[config.mk]
export PLATFORM = sky130hd
export DESIGN_NAME = rr_bus_mux_arb
export DESIGN_NICKNAME = d
export VERILOG_FILES = /design/src/rtl/rr_bus_mux_arb.sv
export SDC_FILE = /design/constraint.sdc
export NUM_CORES = 1
export LEC_CHECK = 0
export ABC_CLOCK_PERIOD_IN_PS = 2710
export BUFFER_PORTS_ARGS = -buffer_cell sky130_fd_sc_hd__buf_4
export CORE_ASPECT_RATIO = 0.8
export CORE_UTILIZATION = 30
export CTS_BUF_LIST = sky130_fd_sc_hd__clkbuf_4 sky130_fd_sc_hd__clkbuf_8
export DETAILED_ROUTE_END_ITERATION = 10
export REMOVE_ABC_BUFFERS = 1
export SLEW_MARGIN = 10
export SYNTH_ARGS = -nofsm -noshare
export SYNTH_HDL_FRONTEND = slang
export SYNTH_SLANG_ARGS = --single-unit
export TNS_END_PERCENT = 5
[constraint.sdc]
create_clock -name clk -period 2.71 [get_ports clk]
set_input_delay 0.542 -clock clk [delete_from_list [all_inputs] [get_ports clk]]
set_output_delay 0.542 -clock clk [all_outputs]
set_load 0.005 [all_outputs]
[src/rtl/rr_bus_mux_arb.sv]
// Round-robin arbiter + word-select mux into a registered output stage; grant held for up to MAX_BURST words.
// Latency: request to grant 1 clk, grant to dout_valid 1 clk; req_ready follows out_free so dout backpressure stalls the granted requester.
module rr_bus_mux_arb #(
    parameter int DAT_WIDTH = 16,
    parameter int SEL_WIDTH = 3,
    parameter int NUM_REQ   = 1 << SEL_WIDTH,
    parameter int MAX_BURST = 4
) (
    input  logic                         clk,
    input  logic                         rst,
    input  logic [NUM_REQ-1:0]           req_valid,
    input  logic [DAT_WIDTH*NUM_REQ-1:0] req_data,
    output logic [NUM_REQ-1:0]           req_ready,
    output logic [DAT_WIDTH-1:0]         dout,
    output logic                         dout_valid,
    input  logic                         dout_ready,
    output logic [SEL_WIDTH-1:0]         dout_src
);

    localparam int CNT_W = $clog2(MAX_BURST + 1);

    typedef enum logic {S_IDLE = 1'b0, S_GRANT = 1'b1} state_t;

    state_t                 r_state;
    state_t                 w_state_nxt;
    logic [SEL_WIDTH-1:0]   r_ptr;
    logic [SEL_WIDTH-1:0]   r_sel;
    logic [CNT_W-1:0]       r_burst_cnt;
    logic [DAT_WIDTH-1:0]   r_dout;
    logic                   r_dout_vld;
    logic [SEL_WIDTH-1:0]   r_dout_src;

    logic                   w_out_free;
    logic                   w_any;
    logic [SEL_WIDTH-1:0]   w_pick;
    logic                   w_xfer;
    logic                   w_last;
    logic                   w_abandon;
    logic                   w_exit;
    logic [DAT_WIDTH-1:0]   w_word;

    assign w_out_free = !r_dout_vld || dout_ready;
    assign w_any      = |req_valid;
    assign w_word     = req_data[r_sel*DAT_WIDTH +: DAT_WIDTH];
    assign w_xfer     = (r_state == S_GRANT) && req_valid[r_sel] && w_out_free;
    assign w_last     = w_xfer && (r_burst_cnt == CNT_W'(MAX_BURST - 1));
    assign w_abandon  = (r_state == S_GRANT) && !req_valid[r_sel];
    assign w_exit     = w_last || w_abandon;

    // Scan downwards so the requester closest to r_ptr is the one left standing.
    always_comb begin
        w_pick = '0;
        for (int k = NUM_REQ - 1; k >= 0; k--) begin
            if (req_valid[r_ptr + SEL_WIDTH'(k)]) begin
                w_pick = r_ptr + SEL_WIDTH'(k);
            end
        end
    end

    always_ff @(posedge clk) begin
        if (rst) begin
            r_state <= S_IDLE;
        end else begin
            r_state <= w_state_nxt;
        end
    end

    always_comb begin
        w_state_nxt = r_state;
        case (r_state)
            S_IDLE:  if (w_any)  w_state_nxt = S_GRANT;
            S_GRANT: if (w_exit) w_state_nxt = S_IDLE;
            default: w_state_nxt = S_IDLE;
        endcase
    end

    always_comb begin
        req_ready = '0;
        if (r_state == S_GRANT) begin
            req_ready[r_sel] = w_out_free;
        end
    end

    always_ff @(posedge clk) begin
        if (rst) begin
            r_ptr       <= '0;
            r_sel       <= '0;
            r_burst_cnt <= '0;
            r_dout      <= '0;
            r_dout_vld  <= 1'b0;
            r_dout_src  <= '0;
        end else begin
            if (r_state == S_IDLE) begin
                if (w_any) begin
                    r_sel       <= w_pick;
                    r_burst_cnt <= '0;
                end
            end else if (w_exit) begin
                // Just-served requester drops to lowest priority.
                r_ptr <= r_sel + SEL_WIDTH'(1);
            end
            if (w_xfer) begin
                r_burst_cnt <= r_burst_cnt + CNT_W'(1);
                r_dout      <= w_word;
                r_dout_src  <= r_sel;
                r_dout_vld  <= 1'b1;
            end else if (dout_ready) begin
                r_dout_vld  <= 1'b0;
            end
        end
    end

    assign dout       = r_dout;
    assign dout_valid = r_dout_vld;
    assign dout_src   = r_dout_src;

endmodule

==> results.json <==
{
  "finClkSkew_ps": 10.27,
  "worst_slew_pin_slew_ps": 538.7,
  "stdcell_count": 552,
  "fp.coreArea_sq_um": 9037,
  "drc": 0,
  "setup_viol": 0,
  "switchingPower_mw": 1.401,
  "post-cts-setup-buffer-count": 0,
  "dpl.cell_count": 545,
  "holdCritPathClass": "reg -> reg",
  "comb_power_share_pct": 66.7,
  "clk_pin_slew_ps": 70,
  "grt_pass1_vias": 2822,
  "p_leak_nw": 1.802,
  "drtAntennaViolNets": 0,
  "routed_via_density": 5.353,
  "r2r_cells": 7,
  "tritoncts": "built",
  "cp-end-kind": "register",
  "fin_ws_ps": 357.3,
  "synthDistinctLibCells": 46,
  "grt_overflow": 0,
  "cts_resized": 0,
  "cts_max_level": 2,
  "rsz0062_at_grt": "no",
  "drt_iter0_markers": 116,
  "start_util_pct": 30.94,
  "min_from": "dout[4]",
  "rr_endpoint": "r_sel[2]",
  "die-area_sq_um": 9714,
  "syn2layout_area_growth_pct": 52.93,
  "dp_slack_ps": 373.0,
  "startpoint_type": "register",
  "final_util_pct": 47.32,
  "fmax_ghz": 0.4250,
  "r2r_slack_ps": 360,
  "synthArstFlopShare_pct": 0,
  "hold_depth": 2,
  "critical_path_class": "reg -> reg",
  "ys_warn_count": 0,
  "synth_edf_count": 0,
  "wl_microns": 8907,
  "io_pins": 167,
  "synth-seq-area-share_pct": 21.48,
  "fin_crit_sh_pct": 86.81,
  "powerDensity_nw_per_um2": 814.1,
  "hold_viol_final": 0,
  "numCtsBuffers": 5,
  "irDropWorstVdd_mv": 0.3422,
  "nNetsFinal": 581,
  "insertion_delay_ps": 270,
  "cts_hold_buf": 0,
  "relSlewSlack_pct": 64.04,
  "clockBufferDepth": 2,
  "ys_ff_latch": 30,
  "grt_pass1_wl_microns": 13500,
  "swShare_pct": 40.23,
  "seqPwrFrac_pct": 20.0,
  "outcome": "finished clean",
  "yosys.area.top_type": "mux4_2",
  "clockPowerShare_pct": 13.2,
  "gp_congestion": 0.8852,
  "die_h_microns": 88.36,
  "die_w_microns": 109.9,
  "hpwl_microns": 6967,
  "syn_avg_cell_area_sq_um": 10.13,
  "num_vias": 2955,
  "crit_required_ps": 2860,
  "dr.pass1.iters": 4,
  "max_cap_viol_count": 0,
  "port_buffers": 166,
  "setup.worst_path.start": "r_ptr[0]",
  "rr_startpoint": "r_ptr[0]",
  "synth-main-ff-cell": "dfxtp_1",
  "p_int_mw": 2.081,
  "crit_arrival_ps": 2500,
  "clock-sinks": 30,
  "post-route-min-period_ps": 2353,
  "synth.top_cells.by_area": "mux4_2, dfxtp_1, nand2_1",
  "yosysTopAreaCellShare_pct": 33.83,
  "postSynthCellCount": 276,
  "syn-cell-area_sq_um": 2796,
  "slew_violations": 0,
  "min_to": "dout[4]",
  "avgRoutedWirePerCell_microns": 16.14,
  "total_power_mw": 3.482,
  "cts_root_buf": "clkbuf_8",
  "cp_max_fo": 8,
  "layout-drive-gt1-share_pct": 54.92,
  "antenna_found_initial": 0,
  "grt_max_degree": 40,
  "diodes": 0,
  "std_cell_rows": 31,
  "grt_usage_pct": 17.91
}
-- synth_stat cells (2+ instances only) --
master and count:
buf_2 8, a21oi_1 6, inv_1 6, mux2i_1 9
a22oi_1 2, mux2_2 5, a22o_1 3, nand2b_1 2
a211oi_1 6, nand3b_1 3, and2_1 4, nor2_1 30
nor2b_1 3, mux2_4 2, a311oi_1 17, ha_1 5
o21ai_0 3, buf_4 2, nor3_1 4, xor2_1 3
nand2_1 42, clkbuf_1 13, xnor2_1 2, mux4_2 42
dfxtp_1 30, nand3_1 2, a221oi_1 2, nor4_1 2
-- routing by layer --
metal  part of all wire, %  vias to the layer above  global-route usage [%]
met3                   6.4                        2                   3.682
li1                      -                     1399                       -
met1                    43                     1432                   23.08
met4                  0.35                        0                   2.909
met5                     0                        -                       0
met2                    50                      122                   31.48
-- worst max-delay path by stage --
stage                           endpoint  slack [ps]  cells after the start
after floorplan           r_burst_cnt[2]        -350                      5
after global placement          r_sel[2]         360                      6
after detailed placement        r_sel[2]         370                      6
after CTS                       r_sel[2]         360                      7
after global routing            r_sel[2]         240                      7
final                           r_sel[2]         360                      7
-- placed cells by master (no fill, tap or decap), drive strengths merged, types with 7 or more instances in the layout --
cell type  netlist  routed
mux2             7       7
dfxtp           30      30
buf             11     178
nand2           42      42
mux4            42      42
a311oi          18      18
nor2            31      31
mux2i           10      10
-- power by group through the flow --
stage	clock network (mW)	registers, mW	logic [mW]
6_report	0.461	0.698	2.32
5_1_grt	0.500	0.720	2.54
4_1_cts	0.476	0.697	2.35
3_5_place_dp	0	0.703	2.34
3_3_place_gp	0	0.701	2.32
2_1_floorplan	0	0.877	1.37
-- flip-flops by register name (all words and copies together) (netlist names) --
name and count:
r_state 1, r_ptr 3, r_sel 3, dout 16
r_burst_cnt 3, dout_valid 1, dout_src 3
-- critical path, cell delays in order (launching register included) --
cell     delay [ps]
dfxtp_1         340
inv_1            70
ha_1            480
mux4_2          410
a22o_1          210
or4_1           510
a31oi_1         140
nor3_1           70
-- stage by stage --
step / instance area, sq um / setup TNS (ps) / hold WS (ps)
finish: 4277 / 0 / 497.3
global route: 4277 / 0 / 526.1
CTS: 4277 / 0 / 500.9
detailed placement: 4164 / 0 / 488.9
global placement: 4164 / 0 / 476.3
floorplan: 2681 / -6990 / 458.9
-- kinds of logic after synthesis --
| group | count (synthesis) | synth area share, % |
|---|---|---|
| muxes | 59 | 40.63 |
| adders and majority gates | 5 | 2.237 |
| AOI/OAI and AO/OA | 50 | 13.92 |
| xor gates and xnor gates | 5 | 1.566 |
| buffers and inverters | 31 | 5.056 |
| and+or+nand+nor | 96 | 15.12 |
| DFF | 30 | 21.48 |
-- area by class of cell --
cell class	instances	area, sq um
clock buffer	6	82.58
clock inverter	1	30.03
fill	882	4761
inverter	7	26.28
multi-input combinational	215	2054
sequential	30	603.1
tap	115	143.9
timing repair buffer	178	1336
Power figures use the tool's default switching activity.
